`config.mk`:
```
export PLATFORM = sky130hd
export DESIGN_NAME = regfile_wr_arb
export DESIGN_NICKNAME = d
export VERILOG_FILES = /design/src/rtl/regfile_wr_arb.sv
export SDC_FILE = /design/constraint.sdc
export NUM_CORES = 1
export LEC_CHECK = 0
export ABC_CLOCK_PERIOD_IN_PS = 2560
export CORE_ASPECT_RATIO = 0.6
export CORE_MARGIN = 2
export CORE_UTILIZATION = 54
export CTS_BUF_LIST = sky130_fd_sc_hd__clkbuf_8
export CTS_CLUSTER_SIZE = 10
export DETAILED_ROUTE_END_ITERATION = 10
export PLACE_DENSITY = 0.95
export SKIP_CTS_REPAIR_TIMING = 1
export SYNTH_ARGS = -nofsm -noshare
export SYNTH_HDL_FRONTEND = slang
export SYNTH_SLANG_ARGS = --single-unit
export TNS_END_PERCENT = 20
```
`constraint.sdc`:
```
create_clock -name cpu_clk_50M -period 2.56 [get_ports cpu_clk_50M]
set_input_delay 0.256 -clock cpu_clk_50M [delete_from_list [all_inputs] [get_ports cpu_clk_50M]]
set_output_delay 0.256 -clock cpu_clk_50M [all_outputs]
set_load 0.01 [all_outputs]
```
`src/rtl/regfile_wr_arb.sv`:
```
// regfile_wr_arb: arbitrates the single regfile write port between pipeline
// writeback and a buffered multi-cycle unit, with a pending-write scoreboard.
// Optional: define MC_CUT_THROUGH_EN to let an mc result bypass an empty FIFO.
module regfile_wr_arb #(
    parameter int MC_DEPTH = 2,
    parameter int REG_NUM  = 32
) (
    input  logic        cpu_clk_50M,
    input  logic        cpu_rst_n,
    input  logic        wb_we,
    input  logic [4:0]  wb_wa,
    input  logic [31:0] wb_wd,
    input  logic        mc_valid,
    input  logic [4:0]  mc_wa,
    input  logic [31:0] mc_wd,
    output logic        mc_ready,
    input  logic        issue_valid,
    input  logic [4:0]  issue_wa,
    input  logic [4:0]  ra1,
    input  logic        re1,
    input  logic [4:0]  ra2,
    input  logic        re2,
    output logic        stall_req,
    output logic        rf_we,
    output logic [4:0]  rf_wa,
    output logic [31:0] rf_wd
);

    localparam int PW = (MC_DEPTH > 1) ? $clog2(MC_DEPTH) : 1;
    localparam int CW = PW + 1;

    logic [4:0]         fifo_wa_q [MC_DEPTH];
    logic [31:0]        fifo_wd_q [MC_DEPTH];
    logic [PW-1:0]      rd_ptr_q, wr_ptr_q;
    logic [CW-1:0]      cnt_q, cnt_d;
    logic [REG_NUM-1:0] pend_q, pend_d;

    logic        empty, full;
    logic        push, pop, ct, drain;
    logic [4:0]  head_wa, drain_wa;
    logic [31:0] head_wd, drain_wd;

    assign empty   = (cnt_q == '0);
    assign full    = (cnt_q == CW'(MC_DEPTH));
    assign head_wa = fifo_wa_q[rd_ptr_q];
    assign head_wd = fifo_wd_q[rd_ptr_q];

    // A register whose result is being written this cycle is not a hazard
    function automatic logic hit(input logic [4:0] r);
        hit = pend_q[r] && !(drain && (drain_wa == r));
    endfunction

    // Drain selection, FIFO handshake and write-port mux
    always_comb begin
        mc_ready = cpu_rst_n && !full;
        pop      = cpu_rst_n && !wb_we && !empty;
        ct       = 1'b0;
        drain_wa = head_wa;
        drain_wd = head_wd;
`ifdef MC_CUT_THROUGH_EN
        ct = cpu_rst_n && empty && !wb_we && mc_valid;
        if (ct) begin
            drain_wa = mc_wa;
            drain_wd = mc_wd;
        end
`endif
        drain = pop || ct;
        push  = mc_valid && mc_ready && !ct;
        rf_we = 1'b0;
        rf_wa = '0;
        rf_wd = '0;
        if (cpu_rst_n) begin
            if (wb_we) begin
                rf_we = 1'b1;
                rf_wa = wb_wa;
                rf_wd = wb_wd;
            end else if (drain) begin
                rf_we = (drain_wa != 5'd0);
                rf_wa = drain_wa;
                rf_wd = drain_wd;
            end
        end
    end

    // Hazard detection and scoreboard next state
    always_comb begin
        stall_req = cpu_rst_n && (
            (re1 && (ra1 != 5'd0) && hit(ra1)) ||
            (re2 && (ra2 != 5'd0) && hit(ra2)) ||
            (issue_valid && (issue_wa != 5'd0) && pend_q[issue_wa]));
        pend_d = pend_q;
        if (drain && (drain_wa != 5'd0))
            pend_d[drain_wa] = 1'b0;
        if (issue_valid && !stall_req && (issue_wa != 5'd0))
            pend_d[issue_wa] = 1'b1;
        cnt_d = cnt_q;
        if (push && !pop)
            cnt_d = cnt_q + CW'(1);
        else if (pop && !push)
            cnt_d = cnt_q - CW'(1);
    end

    // FIFO storage, pointers and occupancy
    always_ff @(posedge cpu_clk_50M or negedge cpu_rst_n) begin
        if (!cpu_rst_n) begin
            rd_ptr_q <= '0;
            wr_ptr_q <= '0;
            cnt_q    <= '0;
            for (int i = 0; i < MC_DEPTH; i++) begin
                fifo_wa_q[i] <= '0;
                fifo_wd_q[i] <= '0;
            end
        end else begin
            if (push) begin
                fifo_wa_q[wr_ptr_q] <= mc_wa;
                fifo_wd_q[wr_ptr_q] <= mc_wd;
                wr_ptr_q            <= wr_ptr_q + PW'(1);
            end
            if (pop)
                rd_ptr_q <= rd_ptr_q + PW'(1);
            cnt_q <= cnt_d;
        end
    end

    // Pending-write scoreboard register
    always_ff @(posedge cpu_clk_50M or negedge cpu_rst_n) begin
        if (!cpu_rst_n)
            pend_q <= '0;
        else
            pend_q <= pend_d;
    end

endmodule

```
== Word-level counts from Yosys, hierarchy flattened ==
Index checks and enable logic that the tools add are counted.

* Add/sub/neg operators: 4
* $mul: 0
* Divide/modulo/power cells: 0
* $lt $le $gt $ge: 9
* Eq/ne operators: 3
* Shift operators: 0
* Muxes and demuxes: 35
* Bitwise operators: 5
* Reductions and logical operators: 39

{| class="wikitable"
|+ Operators by type and width
! cell !! count
|-
| $mux 32 || 9
|-
| $bwmux 64 || 1
|-
| $mux 5 || 7
|-
| $and 32x32->32 || 1
|-
| $demux 32 s1 || 1
|-
| $not 32->32 || 1
|-
| $or 32x32->32 || 1
|-
| $lt 5x6->1 const B || 4
|-
| $logic_and 1x1->1 || 23
|-
| $reduce_bool 5->1 || 4
|-
| $bmux 1 s5 || 3
|-
| $bwmux 10 || 1
|-
| $demux 1 s5 || 2
|-
| $eq 5x5->1 || 2
|-
| $ge 5x1->1 const B || 2
|-
| $logic_not 1->1 || 8
|-
| $mux 1 || 8
|-
| $demux 5 s1 || 1
|-
| $ge 2x2->1 const B || 2
|-
| $mux 2 || 2
|-
| $not 1->2 || 2
|-
| $add 1x1->1 const B || 2
|-
| $add 2x1->2 const B || 1
|-
| $eq 2x2->1 const B || 1
|-
| other kinds (5) || 6
|}

* Register bits after elaboration: 110
* Latch bits: 0
* Memory bits (writable): 0
* Bits in read-only memories: 0
* Input port bits: 96
* Output and inout port bits: 40
* Word-level logic and storage cells: 103
* Memories kept: 0

== Logic depth before layout (Yosys ltp) ==
* Word-level depth: 16
* Depth in mapped cells: 10
* Gate-level depth less buffers: 7

== Worst setup path before layout ==
No wires, ideal clock.

* Kind: flip-flop to output port
* From: reg rd_ptr_q
* To: out stall_req
* Arrival: 1.976 ns
* Data required time: 2.304 ns
* Setup slack: 0.328 ns
* Cell stages (with the launch flop): 9
* Path buffers: 2
* Cells stage by stage: dfrtp_1 > buf_2 > buf_4 > mux2i_1 > xnor2_1 > nand4_1 > o32ai_2 > o221ai_2 > and2_1

* Cells in the longest elaborated chain, start to end: 12
* Elaborated cells on any way between the ends: 17
* Those cells by class: eq/ne (2); mux (3); bitwise (1); reduce/logical (11)

{| class="wikitable"
|+ Ends and longest elaborated chain
! element !! RTL line !! source
|-
| start: declaration || 34 || <nowiki>logic [PW-1:0] rd_ptr_q, wr_ptr_q;</nowiki>
|-
| start signal: assignment || 120 || <nowiki>rd_ptr_q <= rd_ptr_q + PW'(1);</nowiki>
|-
| $not 1->2 (implied by the code) * || 45 || <nowiki>assign head_wa = fifo_wa_q[rd_ptr_q];</nowiki>
|-
| $mux 5 (implied by the code) * (3 in series) || 45 ||
|-
| $eq 5x5->1 || 50 || <nowiki>hit = pend_q[r] && !(drain && (drain_wa == r));</nowiki>
|-
| $logic_and 1x1->1 || 50 ||
|-
| $logic_not 1->1 || 50 ||
|-
| $logic_and 1x1->1 || 50 ||
|-
| $logic_and 1x1->1, on equally long branches || 88, 89 ||
|-
| $logic_or 1x1->1 * || 88 || <nowiki>(re1 && (ra1 != 5'd0) && hit(ra1)) ||</nowiki>
|-
| $logic_or 1x1->1 * || 89 || <nowiki>(re2 && (ra2 != 5'd0) && hit(ra2)) ||</nowiki>
|-
| $logic_and 1x1->1 * || 87 || <nowiki>stall_req = cpu_rst_n && (</nowiki>
|-
| end: declaration || 23 || <nowiki>output logic stall_req,</nowiki>
|}

Mark *: on every way between the ends. The rest lies on a longest branch, timed or not. The select of a mux whose other input is x is not followed.

== Final worst setup path ==
* From: in issue_wa[4]
* To: out stall_req

* Cells in the longest elaborated chain, start to end: 5
* Elaborated cells on any way between the ends: 7
* Those cells by class: mux (2); reduce/logical (5)

{| class="wikitable"
|+ Ends and longest elaborated chain
! element !! RTL line !! source
|-
| start: declaration || 18 || <nowiki>input logic [4:0] issue_wa,</nowiki>
|-
| $bmux 1 s5 / $reduce_bool 5->1 (equally long branches) || 90 || <nowiki>(issue_valid && (issue_wa != 5'd0) && pend_q[issue_wa]));</nowiki>
|-
| $mux 1 (implied by the code) / $logic_and 1x1->1 (equally long branches) || 90 ||
|-
| $logic_and 1x1->1 * || 90 ||
|-
| $logic_or 1x1->1 * || 89 ||
|-
| $logic_and 1x1->1 * || 87 ||
|}

Marks and branches as above.

==> results_dict.tcl <==
set metrics [dict create \
    drt_iter0_markers 1220 \
    multi_input_area_mm2 0.00393 \
    end_kind "output port" \
    netlist_area_mm2 0.00690 \
    clock-sinks 110 \
    ys_top_cells_by_count "dfrtp_1 (110), nand2_1 (105), mux2_2 (80), mux2i_1 (60), and2_1 (43)" \
    viasPerCell 6.65 \
    cp.depth 8 \
    fin_crit_sh 1.23 \
    hpwl_um 15500 \
    fin_tns_setup_ps -9360 \
    internal_power_w 0.00552 \
    numPlacedInstances 991 \
    globalplace.congestion 1.19 \
    htreeDepth 3 \
    antenna_found_initial 0 \
    dpl_worst_slack_ps -730 \
    pwr-share-comb 0.528 \
    antenna_left 0 \
    synth_top_flop_cell "dfrtp_1" \
    setup_violations 35 \
    fmax_mhz 319 \
    drc 91 \
    cts_buffers 9 \
    avgSynthCellArea_um2 10.4 \
    synthToLayoutAreaGrowth_pct 34.8 \
    wl_per_cell_um 25.3 \
    gr-total-overflow 0 \
    critPathSlowestCell "or3b_2" \
    crit_type "in -> out" \
    reg2reg_depth 9 \
    routed_wl_um 25800 \
    fin_worst_skew_ps 21.6 \
    crit_chain "clkdlybuf4s50_1, or3b_2, o221ai_1, a211o_1, o211ai_2, o221ai_4, and2_1, clkbuf_2" \
    p_seq_frac 0.358 \
    core.rowCount 31 \
    rsz0062_at_grt "true" \
    synth_top_cell_area_share 0.399 \
    synth_area_leaders "dfrtp_1 (40%), mux2_2 (13%), mux2i_1 (8.7%)" \
    synth_edf_count 0 \
    fin_crit_ps 3140 \
    crit_arrival_ps 2880 \
    fillCellCount 685 \
    leakage_nw 4.05 \
    path_clk_slew_ps 120 \
    final_nets 949 \
    cp-start-kind "primary input" \
    whs_ps 11.7 \
    grt_pass1_vias 6297 \
    final_cells 1022 \
    cts.path.max_buffers 2 \
    cts_tree "yes" \
    hold_viol 0 \
    switchingPower_w 0.00400 \
    portBuffers 135 \
    antenna_cells 0 \
    regArea_mm2 0.00275 \
    synth_top_area_cell "dfrtp_1" \
    start_util 0.563 \
    vias 6794 \
    grt_start_max_net_pins 50 \
    violations "design-rule violations, negative setup slack" \
    synth-async-reset-ratio 1.00 \
    hp-class "in -> async" \
    dr.pass1.iters 11 \
    max_cap_viol_count 0 \
    finalMaxSlewViolations 0 \
    grt_pass1_wl_um 33600 \
    seq_area_frac_synth 0.399 \
    r2r-start "pend_q[22]" \
    required_ps 2300 \
    dieArea_mm2 0.0137 \
    yosysMostFrequentCell "dfrtp_1" \
    ys_warn_count 0 \
    coreArea_mm2 0.0123 \
    drive_above_1_share 0.295 \
    fin_ws_ps -578 \
    ios 136 \
    syn_inst 663 \
    fp.dieH_um 91.5 \
    worstPathMaxFanout 6 \
    reg2reg_to "pend_q[8]" \
    synth.distinct_cells 50 \
    swShare 0.420 \
    critPathMaxStageDelay_ps 610 \
    outcome "complete, but fails checks" \
    syn_nets 760 \
    power_density_mw_per_mm2 1020 \
    clk_latency_ps 390 \
    cp.buffers_inverters 2 \
    track_usage 0.319 \
    max_slew_margin 0.339 \
    die-width_um 150 \
    vdd_ir_drop_max_uv 558 \
    worst_pin_slew_ps 983 \
    cts-root-buf "clkbuf_8" \
    clkPwrFrac 0.114 \
    cp_top_family "compound AO/OA/AOI/OAI gates" \
    reg2reg_slack_ps -220 \
    ys_seq_elements 110 \
]
-- per-stage QoR --
stage / power, W / utilization / area, µm²
floorplan: 0.00579 / - / 6900
CTS: 0.00870 / 0.738 / 9040
finish: 0.00952 / 0.758 / 9300
detailed placement: 0.00756 / 0.721 / 8840
global placement: 0.00726 / 0.721 / 8840
global route: 0.00979 / 0.758 / 9300
-- registers in the layout, summed over array words and instances (netlist names) --
name / flops
fifo_wd_q: 64
pend_q: 32
fifo_wa_q: 10
cnt_q: 2
rd_ptr_q: 1
wr_ptr_q: 1
-- kinds of logic (layout without fill, tap and decap cells) --
logic type / after synthesis / after routing / share of synthesized area
buffers and inverters: 60 / 254 / 0.0417
adder cells (fa/ha/maj): 1 / 1 / 0.00181
AND/OR/NAND/NOR: 203 / 203 / 0.143
AO/OA/AOI/OAI: 117 / 117 / 0.124
flip-flops: 110 / 110 / 0.399
multiplexers: 157 / 157 / 0.271
XOR/XNOR: 15 / 15 / 0.0191
-- per-layer routing --
layer	vias up	wire length, µm	part of all wire	GRT usage
met5	-	111	0.0043	0.0308
met3	207	3930	0.15	0.136
met2	643	10800	0.42	0.473
met1	3180	9320	0.36	0.420
li1	2760	-	-	-
met4	4	1700	0.066	0.103
-- power by group through the flow --
stage                     combinational, W  clock, W  sequential, W
after floorplan                    0.00275         0        0.00305
after CTS                          0.00436   0.00109        0.00325
after global placement             0.00408         0        0.00319
after global routing               0.00521   0.00117        0.00341
after detailed placement           0.00429         0        0.00328
final                              0.00503   0.00108        0.00341
-- worst max path at each step --
stage / from / to / slack [ps]
2_1_floorplan: rd_ptr_q / stall_req / 330
3_3_place_gp: issue_wa[0] / stall_req / -650
3_5_place_dp: issue_wa[0] / stall_req / -730
4_1_cts: rd_ptr_q / stall_req / -840
5_1_grt: rd_ptr_q / stall_req / -590
6_report: issue_wa[4] / stall_req / -580
-- final cells by class --
class	instances	area share
Multi-Input combinational cell	493	0.423
Clock buffer	9	0.0133
Sequential cell	110	0.296
Timing Repair Buffer	231	0.234
Tap cell	165	0.0222
Clock inverter	7	0.00848
Inverter	7	0.00283
-- placed cells by master, fill, tap and decap left out, types with 3 or more instances in the layout --
| cell | instances |
|---|---|
| and2_1 | 43 |
| dlymetal6s2s_1 | 5 |
| mux2i_1 | 58 |
| a32oi_1 | 3 |
| a22oi_1 | 31 |
| nor2b_1 | 5 |
| and3b_1 | 3 |
| buf_4 | 87 |
| dfrtp_1 | 109 |
| mux4_2 | 15 |
| o21ai_2 | 31 |
| nor3_1 | 8 |
| nand3b_1 | 3 |
| buf_12 | 3 |
| nand2_1 | 105 |
| o21ai_0 | 37 |
| nand3_1 | 6 |
| nor2_1 | 12 |
| clkbuf_8 | 9 |
| inv_1 | 7 |
| clkdlybuf4s50_1 | 127 |
| mux2_2 | 80 |
| and3_1 | 6 |
| xnor2_1 | 8 |
| xor2_1 | 7 |
No activity file was read; power rests on OpenSTA's default activity.
